===== src/rtl/mux_pkg.sv =====
// mux_pkg: shared default sizes and ceil-log2 helper for the registered channel mux
package mux_pkg;
  localparam int WIDTH_DEF = 16;
  localparam int NCH_DEF = 4;
  function automatic int clog2(input int n);
    int r;
    r = 0;
    while ((1 << r) < n) r++;
    return r;
  endfunction
endpackage


===== src/rtl/mux_nway_reg_rr_pick.sv =====
// rr_pick: rotating priority picker, first valid channel at or above ptr (mod NCH)
module rr_pick
  import mux_pkg::*;
#(
  parameter int NCH = NCH_DEF,
  parameter int SELW = clog2(NCH)
) (
  input  logic [NCH-1:0]  valid,
  input  logic [SELW-1:0] ptr,
  output logic [SELW-1:0] idx,
  output logic            found
);
  // scan offsets from farthest to nearest so the nearest valid channel wins
  always_comb begin
    idx = '0;
    found = 1'b0;
    for (int i = NCH - 1; i >= 0; i--) begin
      if (valid[(int'(ptr) + i) % NCH]) begin
        idx = SELW'((int'(ptr) + i) % NCH);
        found = 1'b1;
      end
    end
  end
endmodule


===== src/rtl/mux_nway_reg.sv =====
// mux_nway_reg: N-way W-bit channel mux with one valid/ready output register; MUX_NWAY_ROUND_ROBIN_EN selects round-robin arbitration instead of sel
module mux_nway_reg
  import mux_pkg::*;
#(
  parameter int WIDTH = WIDTH_DEF,
  parameter int NCH = NCH_DEF,
  parameter int SELW = clog2(NCH)
) (
  input  logic                 Clk,
  input  logic                 Rst_n,
  input  logic [NCH*WIDTH-1:0] in_data,
  input  logic [NCH-1:0]       in_valid,
  output logic [NCH-1:0]       in_ready,
  input  logic [SELW-1:0]      sel,
  output logic [WIDTH-1:0]     out_data,
  output logic [SELW-1:0]      out_ch,
  output logic                 out_valid,
  input  logic                 out_ready,
  output logic [15:0]          xfer_cnt
);
  logic            load_ok;
  logic            c_ok;
  logic            xfer;
  logic [SELW-1:0] c;
  assign load_ok = !out_valid || out_ready;
`ifdef MUX_NWAY_ROUND_ROBIN_EN
  logic [SELW-1:0] rr_ptr;
  logic            unused_sel;
  assign unused_sel = ^sel;
  rr_pick #(.NCH(NCH), .SELW(SELW)) u_pick (
    .valid(in_valid),
    .ptr  (rr_ptr),
    .idx  (c),
    .found(c_ok)
  );
  // pointer moves past the served channel only on a transfer, so stalls hold it
  always_ff @(posedge Clk or negedge Rst_n) begin
    if (!Rst_n) rr_ptr <= '0;
    else if (xfer) rr_ptr <= (int'(c) == NCH - 1) ? '0 : c + 1'b1;
  end
`else
  assign c = sel;
  assign c_ok = int'(sel) < NCH;
`endif
  assign in_ready = (load_ok && c_ok) ? {{(NCH-1){1'b0}}, 1'b1} << c : '0;
  assign xfer = |(in_ready & in_valid);
  // output stage: load on transfer, drain when accepted, hold while stalled
  always_ff @(posedge Clk or negedge Rst_n) begin
    if (!Rst_n) begin
      out_data <= '0;
      out_ch <= '0;
      out_valid <= 1'b0;
      xfer_cnt <= '0;
    end else begin
      if (xfer) begin
        out_data <= in_data[c*WIDTH +: WIDTH];
        out_ch <= c;
        xfer_cnt <= xfer_cnt + 16'd1;
      end
      out_valid <= xfer ? 1'b1 : out_ready ? 1'b0 : out_valid;
    end
  end
endmodule

===== config.mk =====
export PLATFORM = sky130hd
export DESIGN_NAME = mux_nway_reg
export DESIGN_NICKNAME = d
export VERILOG_FILES = /design/src/rtl/mux_pkg.sv /design/src/rtl/mux_nway_reg_rr_pick.sv /design/src/rtl/mux_nway_reg.sv
export SDC_FILE = /design/constraint.sdc
export NUM_CORES = 1
export LEC_CHECK = 0
export CAP_MARGIN = 15
export CORE_UTILIZATION = 39
export CTS_CLUSTER_SIZE = 40
export DETAILED_ROUTE_END_ITERATION = 10
export HOLD_SLACK_MARGIN = 0.08
export PLACE_DENSITY = 0.81
export SYNTH_ARGS = -nofsm -noshare
export SYNTH_HDL_FRONTEND = slang
export SYNTH_SLANG_ARGS = --single-unit

===== constraint.sdc =====
create_clock -name Clk -period 1.65 [get_ports Clk]
set_input_delay 0.33 -clock Clk [delete_from_list [all_inputs] [get_ports Clk]]
set_output_delay 0.33 -clock Clk [all_outputs]
set_load 0.005 [all_outputs]

==> results of run 1 <==
[cells in the final DEF (no fill, tap or decap), types with 2 or more instances in the layout]
cell type,instances
sky130_fd_sc_hd__and3_1,5
sky130_fd_sc_hd__buf_12,3
sky130_fd_sc_hd__buf_4,11
sky130_fd_sc_hd__clkbuf_2,2
sky130_fd_sc_hd__clkbuf_8,7
sky130_fd_sc_hd__clkdlybuf4s50_1,102
sky130_fd_sc_hd__dfrtp_1,33
sky130_fd_sc_hd__dfrtp_2,2
sky130_fd_sc_hd__dlygate4sd2_1,5
sky130_fd_sc_hd__inv_1,2
sky130_fd_sc_hd__mux2_1,5
sky130_fd_sc_hd__mux2_4,14
sky130_fd_sc_hd__mux4_2,16
sky130_fd_sc_hd__nand2_1,5
sky130_fd_sc_hd__nor2_1,5
sky130_fd_sc_hd__nor3_1,2
sky130_fd_sc_hd__o2111ai_1,4
sky130_fd_sc_hd__o2111ai_2,3
sky130_fd_sc_hd__o211ai_2,3
sky130_fd_sc_hd__o21ai_1,4
sky130_fd_sc_hd__xnor2_1,15
[where the power goes]
group	total (mW)	internal, mW	switching (mW)
clock	0.673	0.381	0.292
combinational	1.17	0.813	0.359
sequential	1.22	1.05	0.165
total	3.06	2.25	0.816
[metal layers]
layer,vias to the layer above,GRT usage [%],share of wire (%)
met5,-,0,0
met4,0,6.197,1.3
met3,8,6.310,8.3
met2,80,32.93,51
met1,793,23.50,40
li1,778,-,-
[what timing repair did]
| action | in CTS | in global routing |
|---|---|---|
| hold endpoints to repair | 17 | 0 |
| hold buffers | 1 | 0 |
| setup endpoints to repair | 36 | 13 |
| buffers inserted | 1 | 0 |
| gates resized for setup | 9 | 13 |
[through the flow]
| stage | worst slack, ps | instances | power [mW] | util (%) | TNS, ps |
|---|---|---|---|---|---|
| floorplan | -11.57 | 142 | 1.673 | - | -172.5 |
| global placement | -506.1 | 323 | 2.355 | 68.13 | -16350 |
| detailed placement | -530.5 | 323 | 2.383 | 68.13 | -17330 |
| CTS | 33.40 | 333 | 3.074 | 70.60 | 0 |
| global route | -2.660 | 333 | 3.247 | 71.06 | -3.950 |
| finish | 46.33 | 333 | 3.063 | 71.06 | 0 |
[critical path, cell delays in order]
cell and delay [ps]:
sky130_fd_sc_hd__clkdlybuf4s50_1 390, sky130_fd_sc_hd__mux2_4 270, sky130_fd_sc_hd__and3_4 160, sky130_fd_sc_hd__nor2_4 110, sky130_fd_sc_hd__buf_12 180, sky130_fd_sc_hd__mux2_1 330
[cells by family (layout without fill, tap and decap cells)]
logic type	Yosys count	after routing	synth area share (%)
fa+ha+maj	1	1	0.6265
buf+inv	13	137	4.448
mux	36	36	29.45
compound gates	15	15	6.955
simple gates	27	27	8.083
xor+xnor	15	15	6.579
flops	35	35	43.86
[path summary, 6_finish.rpt]
kind	slack, ps	start	end
max	50	in_valid[2]	out_data[2]
min	490	out_data[2]	out_data[2]
max reg2reg	100	out_valid	out_data[2]
min reg2reg	490	out_data[2]	out_data[2]
max in group asynchronous	680	Rst_n	xfer_cnt[6]
min in group asynchronous	510	Rst_n	xfer_cnt[12]
[registers in the layout (all words and copies together) (netlist names)]
signal     count
xfer_cnt      16
out_ch         2
out_valid      1
out_data      16
[area by class of cell]
cell class | count | area [sq um] | share of cell area [%]
Multi-Input combinational cell | 94 | 1097 | 32.05
Timing Repair Buffer | 127 | 1256 | 36.70
Clock buffer | 8 | 100.1 | 2.924
Sequential cell | 35 | 878.3 | 25.66
Inverter | 2 | 7.507 | 0.2193
Tap cell | 67 | 83.83 | 2.449
==> run_results.csv, run 1 <==
group,metric,value,unit
clock_network,number_of_cts_inserted_buffers,5,
die,die_h,73.56,um
power_and_ir_drop,ir_worst_vdd,500.8,uV
die,core_area,4817,sq um
placement,dp.final_hpwl,3.771,mm
timing,post_route_clock_period_utilization,97.19,%
timing,timing.final.hold_violations,0,
timing,fin_worst_skew,6.940,ps
min_path,min_delay_path_depth,1,
yosys,synth_cell_type_count,29,
clock_network,htree_num_levels,2,
routing,via_count,1659,
yosys,synth.area.top_cells,"sky130_fd_sc_hd__dfrtp_1 44%, sky130_fd_sc_hd__mux4_2 18%, sky130_fd_sc_hd__mux2_1 10%",
timing,unrepaired_setup_endpoints_after_global_routing,"true",
status,run_status,"complete, no violations",
clock_network,tritoncts,"yes",
routing,first_pass_iteration_count_of_the_detailed_router,4,
clock_network,clkSlewWorstSetupHoldPaths,60,ps
yosys,yosys.area.top_type,"sky130_fd_sc_hd__dfrtp_1",
routing,vias_per_cell,4.982,
routing,antenna_violating_nets_post_route,0,
global_route,grt-ovfl-total,0,
placement,postPlaceCellArea,3282,sq um
critical_path,crit_fanout,15,
yosys,ys_async_sr_fraction,100.0,%
clock_network,clkSinkCount,35,
global_route,vias_in_the_first_global_route,1718,
timing,setup_violations,0,
timing,drv_slew,0,
yosys,commonest_cells_post_synth,"35 x sky130_fd_sc_hd__dfrtp_1, 18 x sky130_fd_sc_hd__mux2_1, 16 x sky130_fd_sc_hd__mux4_2",
critical_path,setup.worst_path.class,"in2reg",
clock_network,clock_tree_buffer_depth,2,
die,cell_rows,25,
timing,fmax,623.6,MHz
clock_network,clk-insertion-delay-late,280,ps
yosys,post-synth-top-count-cell,"sky130_fd_sc_hd__dfrtp_1",
yosys,syn-instance-count,142,
clock_network,root_buffer,"sky130_fd_sc_hd__clkbuf_8",
yosys,area_share_of_the_leading_cell_type_in_the_synthesized_netlist,43.86,%
critical_path,crit_required,1810,ps
min_path,hold_path.class,"reg2reg",
routing,drcViolationCount,0,
critical_path,critical_path.startpoint_type,"input port",
yosys,synth-warning-count,0,
yosys,synth-main-ff-cell,"sky130_fd_sc_hd__dfrtp_1",
global_route,first_pass_grt_wire_length,7.907,mm
layout,insertedDiodeCount,0,
yosys,synth-seq-area-share,43.86,%
run,cap_violations,0,
placement,place_congestion,0.7674,
yosys,synthesis.nets,216,
timing,min_period,1604,ps
die,die_w,73.56,um
power_and_ir_drop,leakage_power_figure,1.422,nW
routing,wire_length_per_cell,13.98,um
critical_path,cp-end-kind,"flip-flop",
power_and_ir_drop,power_density,894.9,nW/um^2
global_route,grt_max_degree,19,
layout,layout-drive-gt1-share,25.56,%
timing,fin_worst_hold_slack,492.6,ps
layout,finalNetCount,339,
yosys,ys_seq_elements,35,
yosys,synthesis.area_per_instance,14.06,sq um
critical_path,critical_path_arrival,1770,ps
timing,timing.max_slew.rel_slack,71.67,%
yosys,synthesis.area,1997,sq um
layout,layout_stage_area_growth_over_the_synthesis_result,71.43,%
critical_path,worst_r2r_path_depth,7,
global_route,grt_usage,19.46,%
routing,sum_of_routed_wire_length_over_all_layers,4.656,mm
global_route,antenna_found_initial,0,
routing,initialDrtViolationCount,77,
yosys,number_of_flops_mapped_to_enable_cells_by_yosys,0,
layout,fillers,376,
die,design.die.area,5410,sq um
placement,placement.io_buffers,111,
die,start_util,41.45,%
timing,tightest_slew,425.0,ps
layout,final_cell_area,3423,sq um
die,design.portCount,112,
No activity file was read; power rests on OpenSTA's default activity.
==> run 2: changes to the inputs <==
- SLEW_MARGIN: default -> 10
==> results of run 2 <==
Final layout, timing and power as in run 1 (identical DEF).
==> run 3: changes to the inputs <==
- SYNTH_HIERARCHICAL: default -> 1
==> results of run 3 <==
Final layout, timing and power as in run 1 (identical DEF).
Main changes from that run: Yosys warning count 0 -> 6
